File: config.mk
export PLATFORM = sky130hd
export DESIGN_NAME = ff_trace_capture
export DESIGN_NICKNAME = d
export VERILOG_FILES = /design/src/rtl/ff_trace_pkg.sv /design/src/rtl/trace_fifo.sv /design/src/rtl/ff_trace_capture.sv
export SDC_FILE = /design/constraint.sdc
export NUM_CORES = 1
export LEC_CHECK = 0
export BUFFER_PORTS_ARGS = -buffer_cell sky130_fd_sc_hd__buf_4
export CAP_MARGIN = 20
export CORE_ASPECT_RATIO = 1.5
export CORE_MARGIN = 4
export CORE_UTILIZATION = 30
export CTS_CLUSTER_SIZE = 28
export DETAILED_ROUTE_END_ITERATION = 16
export GPL_TIMING_DRIVEN = 1
export PLACE_DENSITY = 0.53
export SLEW_MARGIN = 25
export SYNTH_ARGS = -nofsm -noshare
export SYNTH_HDL_FRONTEND = slang
export SYNTH_SLANG_ARGS = --single-unit
File: constraint.sdc
create_clock -name CLK -period 8.3 [get_ports CLK]
set_input_delay 0.415 -clock CLK [delete_from_list [all_inputs] [get_ports CLK]]
set_output_delay 0.415 -clock CLK [all_outputs]
set_load 0.02 [all_outputs]
File: src/rtl/ff_trace_pkg.sv
// Shared definitions for the FF trace capture block.
//   DEF_*           default parameter values for ff_trace_capture
//   trace_entry_t   layout of one captured entry {ts, I, O} at default widths
//   entry_width()   packed entry width for arbitrary TS/DATA widths
package ff_trace_pkg;

    localparam int unsigned DEF_DATA_WIDTH = 1;
    localparam int unsigned DEF_DEPTH      = 8;
    localparam int unsigned DEF_TS_WIDTH   = 16;
    localparam int unsigned DEF_DROP_WIDTH = 8;
    localparam int unsigned ENTRY_WIDTH    = DEF_TS_WIDTH + 2 * DEF_DATA_WIDTH;

    // Field order defines the packing used by the FIFO: ts in the MSBs, O in the LSBs.
    typedef struct packed {
        logic [DEF_TS_WIDTH-1:0]   ts;
        logic [DEF_DATA_WIDTH-1:0] i;
        logic [DEF_DATA_WIDTH-1:0] o;
    } trace_entry_t;

    function automatic int unsigned entry_width(int unsigned ts_w, int unsigned data_w);
        return ts_w + 2 * data_w;
    endfunction

endpackage

File: src/rtl/trace_fifo.sv
// Generic synchronous first-word-fall-through FIFO.
//   CLK, RESET  clock, synchronous active-high reset (clears pointers and count)
//   push, wdata write request and data; ignored when full unless a pop happens too
//   pop         read request; ignored when empty
//   rdata       head entry, valid whenever empty=0
//   full, empty occupancy flags
//   count       current occupancy, 0..DEPTH
module trace_fifo #(
    parameter int unsigned WIDTH = 8,
    parameter int unsigned DEPTH = 8
) (
    input  logic                     CLK,
    input  logic                     RESET,
    input  logic                     push,
    input  logic [WIDTH-1:0]         wdata,
    input  logic                     pop,
    output logic [WIDTH-1:0]         rdata,
    output logic                     full,
    output logic                     empty,
    output logic [$clog2(DEPTH):0]   count
);

    localparam int unsigned AW = $clog2(DEPTH);

    if (DEPTH < 2 || (DEPTH & (DEPTH - 1)) != 0) begin : gen_bad_depth
        $error("trace_fifo: DEPTH must be a power of two and at least 2");
    end

    logic [AW-1:0] wr_ptr_q;
    logic [AW-1:0] rd_ptr_q;
    logic [AW:0]   count_q;
    logic [WIDTH-1:0] mem_q [DEPTH];

    logic do_push;
    logic do_pop;

    always_comb begin
        empty   = (count_q == '0);
        full    = (count_q == (AW + 1)'(DEPTH));
        do_pop  = pop & ~empty;
        // When full, a push is only taken if the head leaves in the same cycle.
        do_push = push & (~full | do_pop);
        rdata   = mem_q[rd_ptr_q];
        count   = count_q;
    end

    always_ff @(posedge CLK) begin
        if (RESET) begin
            wr_ptr_q <= '0;
            rd_ptr_q <= '0;
            count_q  <= '0;
        end else begin
            if (do_push) wr_ptr_q <= wr_ptr_q + 1'b1;
            if (do_pop)  rd_ptr_q <= rd_ptr_q + 1'b1;
            if (do_push && !do_pop) begin
                count_q <= count_q + 1'b1;
            end else if (!do_push && do_pop) begin
                count_q <= count_q - 1'b1;
            end
        end
    end

    // Storage needs no reset; contents are only observed while count != 0.
    always_ff @(posedge CLK) begin
        if (do_push && !RESET) begin
            mem_q[wr_ptr_q] <= wdata;
        end
    end

endmodule

File: src/rtl/ff_trace_capture.sv
// Captures {timestamp, ff_I, ff_O} of a clock-enabled FF on every enabled cycle into a
// small FIFO that a debug consumer drains over valid/ready. A full FIFO never stalls the
// FF: excess captures are dropped and counted.
//   CLK, RESET      clock, synchronous active-high reset
//   CE, en          capture event when both are high
//   ff_I, ff_O      FF input and (pre-edge) output to record
//   clear           pulse: clears overflow and drop_count, FIFO untouched
//   out_valid/ready head entry handshake; out_ts/out_I/out_O show the head entry
//   count           FIFO occupancy
//   overflow        sticky drop indicator
//   drop_count      saturating count of dropped captures
module ff_trace_capture
    import ff_trace_pkg::*;
#(
    parameter int unsigned DATA_WIDTH = DEF_DATA_WIDTH,
    parameter int unsigned DEPTH      = DEF_DEPTH,
    parameter int unsigned TS_WIDTH   = DEF_TS_WIDTH,
    parameter int unsigned DROP_WIDTH = DEF_DROP_WIDTH
) (
    input  logic                     CLK,
    input  logic                     RESET,
    input  logic                     CE,
    input  logic [DATA_WIDTH-1:0]    ff_I,
    input  logic [DATA_WIDTH-1:0]    ff_O,
    input  logic                     en,
    input  logic                     clear,
    output logic                     out_valid,
    input  logic                     out_ready,
    output logic [TS_WIDTH-1:0]      out_ts,
    output logic [DATA_WIDTH-1:0]    out_I,
    output logic [DATA_WIDTH-1:0]    out_O,
    output logic [$clog2(DEPTH):0]   count,
    output logic                     overflow,
    output logic [DROP_WIDTH-1:0]    drop_count
);

    localparam int unsigned EntryW = entry_width(TS_WIDTH, DATA_WIDTH);

    logic [TS_WIDTH-1:0]   ts_q;
    logic                  overflow_q;
    logic [DROP_WIDTH-1:0] drop_count_q;

    logic              push;
    logic              pop;
    logic              drop;
    logic              fifo_full;
    logic              fifo_empty;
    logic [EntryW-1:0] wr_entry;
    logic [EntryW-1:0] rd_entry;

    always_comb begin
        push     = CE & en;
        pop      = ~fifo_empty & out_ready;
        // A pop in the same cycle frees the slot, so only push-into-full-without-pop drops.
        drop     = push & fifo_full & ~pop;
        wr_entry = {ts_q, ff_I, ff_O};
    end

    trace_fifo #(
        .WIDTH (EntryW),
        .DEPTH (DEPTH)
    ) u_fifo (
        .CLK   (CLK),
        .RESET (RESET),
        .push  (push),
        .wdata (wr_entry),
        .pop   (pop),
        .rdata (rd_entry),
        .full  (fifo_full),
        .empty (fifo_empty),
        .count (count)
    );

    always_ff @(posedge CLK) begin
        if (RESET) begin
            ts_q         <= '0;
            overflow_q   <= 1'b0;
            drop_count_q <= '0;
        end else begin
            ts_q <= ts_q + 1'b1;
            // A drop in the same cycle as clear wins: the new drop is the only one counted.
            if (drop) begin
                overflow_q <= 1'b1;
                if (clear) begin
                    drop_count_q <= DROP_WIDTH'(1);
                end else if (!(&drop_count_q)) begin
                    drop_count_q <= drop_count_q + 1'b1;
                end
            end else if (clear) begin
                overflow_q   <= 1'b0;
                drop_count_q <= '0;
            end
        end
    end

    // Head fields read as zero while empty so the outputs are defined straight out of reset.
    always_comb begin
        out_valid  = ~fifo_empty;
        out_ts     = '0;
        out_I      = '0;
        out_O      = '0;
        if (!fifo_empty) begin
            out_ts = rd_entry[EntryW-1 -: TS_WIDTH];
            out_I  = rd_entry[2*DATA_WIDTH-1 -: DATA_WIDTH];
            out_O  = rd_entry[DATA_WIDTH-1:0];
        end
        overflow   = overflow_q;
        drop_count = drop_count_q;
    end

endmodule

Word-level counts from Yosys, hierarchy flattened

Memory sizes are Yosys's and may differ from the RTL's. A register that Yosys moved wholly into a read port is not among the register bits.
Index checks and enable logic that the tools add are counted.

Logic and storage cells: 51
Output and inout port bits: 32
RAM bits: 144
Memories: 1
Flip-flop bits (word level): 35
Bits of input ports: 8

Reduce and logical (&&, ||, !) cells: 11
$add $sub $neg: 6
Equal/unequal tests: 2
Mux-type cells: 15
Bitwise gates (word level): 10

Memory list:

| name         | words | width | read ports | clocked after Yosys merged registers in | wr ports | line             | text |
|---|---|---|---|---|---|---|---|
| u_fifo.mem_q | 8     | 18    | 1          | 1                                       | 1        | trace_fifo.sv:32 | `logic [WIDTH-1:0] mem_q [DEPTH];` |

Operators with widths:

| operator              | count |
|---|---|
| $mux 8                | 4 |
| $add 16x1->16 const B | 1 |
| $mux 16               | 1 |
| $add 8x1->8 const B   | 1 |
| $mux 4                | 2 |
| $reduce_and 8->1      | 1 |
| $add 3x1->3 const B   | 2 |
| $and 1x1->1           | 6 |
| $mux 1                | 6 |
| $mux 3                | 2 |
| $add 4x1->4 const B   | 1 |
| $eq 4x4->1 const B    | 1 |
| $logic_not 4->1       | 1 |
| $reduce_bool 2->1     | 2 |
| $sub 4x1->4 const B   | 1 |
| $logic_and 1x1->1     | 3 |
| $logic_not 1->1       | 3 |
| $not 1->1             | 3 |
| $ne 2x2->1 const B    | 1 |
| $reduce_and 2->1      | 1 |
| $or 1x1->1            | 1 |

Depth between registers and ports, before layout

Word-level depth: 10
Depth in mapped cells: 10
Mapped depth without buffers: 10

Cells and area by module

From an unflattened synthesis, not the netlist that was laid out.

Cells, all modules: 435
Area, all modules: 7480.9 µm²

Modules (own cells, without submodules):

| module           | seq. area each (µm²) | cells each | instances | area each (µm²) |
|---|---|---|---|---|
| trace_fifo       | 4584.4               | 282        | 1         | 6172.2 |
| ff_trace_capture | 500.5                | 153        | 1         | 1308.8 |

Worst setup path after synthesis

OpenSTA, ideal clock, no wires.

Path type: register to register
Start: register u_fifo.count_q[0] (netlist: u_fifo.count[0])
End: memory u_fifo.mem_q[0][0] (netlist name) (enable)
Stages on the path, launching flop included: 5
Library setup time: 0.439 ns
Arrival time: 2.905 ns
Path buffers: 0
Data required time: 7.861 ns
Path slack: 4.956 ns
Cells stage by stage: dfxtp_1 -> nor3_4 -> a21oi_2 -> nand2b_1 -> nor4_1

Word-level cells in the longest chain between the ends: 9

RTL lines:

| element                          | line                                     | text |
|---|---|---|
| from (decl)                      | trace_fifo.sv:31                         | `logic [AW:0] count_q;` |
| from (signal assigned)           | trace_fifo.sv:56                         | `count_q <= count_q + 1'b1;` |
| from (signal assigned)           | trace_fifo.sv:58                         | `count_q <= count_q - 1'b1;` |
| $logic_not 4->1                  | trace_fifo.sv:38                         | `empty = (count_q == '0);` |
| $not 1->1                        | trace_fifo.sv:40, ff_trace_capture.sv:53 |  |
| $and 1x1->1                      | ff_trace_capture.sv:53                   | `pop = ~fifo_empty & out_ready;` |
| $and 1x1->1                      | trace_fifo.sv:40                         | `do_pop = pop & ~empty;` |
| $or 1x1->1 (*)                   | trace_fifo.sv:42                         | `do_push = push & (~full \| do_pop);` |
| $and 1x1->1 (*)                  | trace_fifo.sv:42                         |  |
| $logic_and 1x1->1 (*)            | trace_fifo.sv:65                         | `if (do_push && !RESET) begin` |
| $mux 1 (*)                       | trace_fifo.sv:65                         |  |
| $mux 1 (implied by the code) (*) | trace_fifo.sv:66                         | `mem_q[wr_ptr_q] <= wdata;` |
| to (decl)                        | trace_fifo.sv:32                         |  |

Every way passes the cells marked *; elsewhere a longest branch is shown, timed or not.

Final worst setup path

Start: register u_fifo.count_q[0] (netlist: u_fifo.count[0])
End: register u_fifo.count_q[3] (netlist: u_fifo.count[3])

Word-level cells in the longest chain between the ends: 9

RTL lines:

| element                            | line                                     | text |
|---|---|---|
| $logic_not 4->1                    | trace_fifo.sv:38                         |  |
| $not 1->1                          | trace_fifo.sv:40, ff_trace_capture.sv:53 |  |
| $and 1x1->1                        | ff_trace_capture.sv:53                   |  |
| $and 1x1->1                        | trace_fifo.sv:40                         |  |
| $or 1x1->1                         | trace_fifo.sv:42                         |  |
| $and 1x1->1                        | trace_fifo.sv:42                         |  |
| $logic_not 1->1                    | trace_fifo.sv:57                         | `end else if (!do_push && do_pop) begin` |
| $logic_and 1x1->1                  | trace_fifo.sv:57                         |  |
| $reduce_bool 2->1 (no source line) | n/a                                      |  |

Parallel ways exist; a longest one is shown, timed or not. The select of a mux whose other input is x is not followed.
A chain may end at the register's enable or synchronous reset.

==> run_results.csv <==
group,metric,value,unit
outcome,status,"complete, no violations",
placement,portBuffers,39,
timing,skew,0.0124,ns
global_route,gr-total-overflow,0,
worst_setup_path,cp.arrival,3.21,ns
cells_and_area,drive_above_1_share,26.7,%
timing,max_freq,345,MHz
worst_setup_path,startpoint_type,"flop",
pwr,combinationalPowerShare,23.3,%
floorplan,num_rows,69,
flow_run,cap_viol_max_count,0,
synthesis,synth_edf_count,144,
synthesis,yosys_warnings,0,
pwr,pwr-share-clk,33.0,%
placement,place.gp.congestion,0.734,
global_route,grt_pass1_vias,4098,
clock_tree,cts_root_buf,"clkbuf_16",
detailed_routing,first_pass_iters,4,
placement,hpwl,8500,um
synthesis,async_flop_share,0,%
global_route,antenna_found_initial,0,
cells_and_area,final_nets,493,
timing,slew_headroom,49.9,%
floorplan,core_area,23700,sq um
synthesis,synth_cells,427,
cells_and_area,postLayoutCoreUtil,35.9,%
clock_tree,cts_resized,0,
timing,holdWs,0.225,ns
pwr,p_leak,2.75,nW
hold_path,hp-class,"in -> reg",
global_route,met2_usage,20.7,%
clock_tree,numCtsBuffers,17,
floorplan,die_height,198,um
detailed_routing,via_count,3821,
worst_setup_path,crit_buf_inv,3,
pwr,ir_drop,205,uV
global_route,use_met3,2.11,%
detailed_routing,drt-wirelength-per-cell,18.2,um
synthesis,synth-seq-area-share,70.3,%
synthesis,yosysUniqueCellTypes,44,
worst_setup_path,crit_path_max_fanout,19,
worst_setup_path,critPathCaptureType,"flop",
clock_tree,htreeDepth,4,
clock_tree,clkTransAtPathRegs,0.07,ns
clock_tree,cts_max_path_buffers,2,
cells_and_area,final_cell_mix,"edfxtp_1 (144), buf_4 (51), nor2_1 (44)",
timing,rsz0062_at_grt,"no",
cells_and_area,layout_commonest_cell,"edfxtp_1",
worst_setup_path,cp_top_family,"buffers and inverters",
synthesis,avgSynthCellArea,16.9,sq um
placement,dp.cells,777,
synthesis,ys_seq_elements,182,
clock_tree,cts.sinks,182,
clock_tree,post_cts_buffers,0,
pwr,pwr-share-seq,43.7,%
detailed_routing,drtIter0Drc,201,
global_route,grt_usage,11.5,%
detailed_routing,ant_nets,0,
timing,hold_viol_final,0,
detailed_routing,wl,14700,um
cells_and_area,antennaDiodeCount,0,
worst_setup_path,crit_chain,"nor4_4, buf_4, inv_1, nand2_1, ha_1, inv_1, ha_1, a21oi_1, a211oi_1, a31oi_1, mux2_2",
global_route,grt_busiest_layer,"met2",
global_route,globalRouteMet1Util,13.8,%
worst_setup_path,worstPathRequired,8.61,ns
clock_tree,cts_tree,"built",
pwr,power.internal,1.68,mW
worst_setup_path,crit_type,"reg -> reg",
synthesis,syn_area,7230,sq um
pwr,powerDensity,275,nW/um^2
pwr,power.switching,662,uW
floorplan,die_area,26700,sq um
timing,tns,0,ns
pwr,swShare,28.2,%
cells_and_area,fin_cells,809,
clock_tree,ctsHoldBuffers,0,
floorplan,initial_utilization,30.5,%
floorplan,die_x,135,um
global_route,grt_max_degree,39,
detailed_routing,vias_per_cell,4.72,
cells_and_area,area_growth,17.8,%
timing,period_share,34.9,%
worst_setup_path,slowest_delay,0.42,ns
timing,fin_crit,2.90,ns
global_route,grt_pass1_wl,23200,um
timing,slew_violations,0,
synthesis,ys.flop_type,"edfxtp_1",
synthesis,syn_nets,443,
worst_setup_path,cp_slowest_cell,"dfxtp_1",
clock_tree,clock_latency,0.42,ns
timing,worstMarginPinSlew,0.752,ns
floorplan,pin_count,40,
timing,finalSetupViolCount,0,
detailed_routing,drc,0,
## layer usage
metal	routed length (um)	share of wire, %
met4	227	1.5
met2	7900	54
met3	352	2.4
met5	0	0
met1	6220	42
## power groups by stage
stage	Sequential, mW	Clock [mW]	Combinational [mW]
4_1_cts	1.03	0.791	0.567
2_1_floorplan	1.05	0	0.361
6_report	1.03	0.773	0.546
3_5_place_dp	1.05	0	0.565
3_3_place_gp	1.04	0	0.562
5_1_grt	1.03	0.832	0.600
## final cells by class
type	count	area, sq um
fill	2219	15200
sequential	182	5090
multi-input combinational	222	2080
clock buffer	19	433
tap	319	399
timing repair buffer	51	383
clock inverter	13	133
inverter	3	11.3
## through the flow
| step | area, sq um | setup slack, ns | power (mW) |
|---|---|---|---|
| 2_1_floorplan | 7230 | 4.96 | 1.41 |
| 3_5_place_dp | 7960 | 5.40 | 1.61 |
| 4_1_cts | 8520 | 5.38 | 2.38 |
| 6_report | 8520 | 5.40 | 2.34 |
| 5_1_grt | 8520 | 5.20 | 2.46 |
| 3_3_place_gp | 7960 | 5.48 | 1.60 |
## registers in the layout (all words and copies together) (netlist names), named ones only
register         flops
u_fifo.count         4
drop_count           8
overflow             1
ts_q                16
u_fifo.wr_ptr_q      3
u_fifo.rd_ptr_q      3
u_fifo.mem_q       144
## synth_stat cells (all sizes together) (2+ instances only)
cell,number,area (sq um)
edfxtp,144,4320
nor2,48,180
dfxtp,38,761
mux4,36,811
mux2i,22,220
nand2,13,48.8
xor2,13,114
a21oi,12,63.8
nand3,12,60.1
buf,11,57.6
clkbuf,9,35.0
ha,7,87.6
nand4,7,50.1
nor4,5,52.6
or3,5,31.3
and4,4,35.0
nand2b,4,25.0
o21ai,4,20.0
inv,3,11.3
nor2b,3,18.8
nor3,3,26.3
o41ai,3,26.3
xnor2,3,26.3
a31oi,2,12.5
and3,2,12.5
nand3b,2,15.0
o311ai,2,17.5
or4,2,15.0
## cells by family (layout without fill, tap and decap cells)
logic type	count (synthesis)	after routing	share of synthesized area (%)
flops	182	182	70.3
simple gates	113	113	8.16
mux	59	59	14.4
compound gates	26	26	2.27
buf+inv	23	86	1.44
xor+xnor	16	16	1.94
fa+ha+maj	8	8	1.49
## path summary, 6_finish.rpt
path	to	slack (ns)	startpoint	cells past startpoint
hold / removal	u_fifo.mem_q[0][1]	0.22	ff_I	1
hold reg to reg	overflow	0.48	overflow	2
setup reg to reg	u_fifo.count[3]	5.40	u_fifo.count[0]	11
setup / recovery	u_fifo.count[3]	5.40	u_fifo.count[0]	11
No activity file was read; power rests on OpenSTA's default activity.
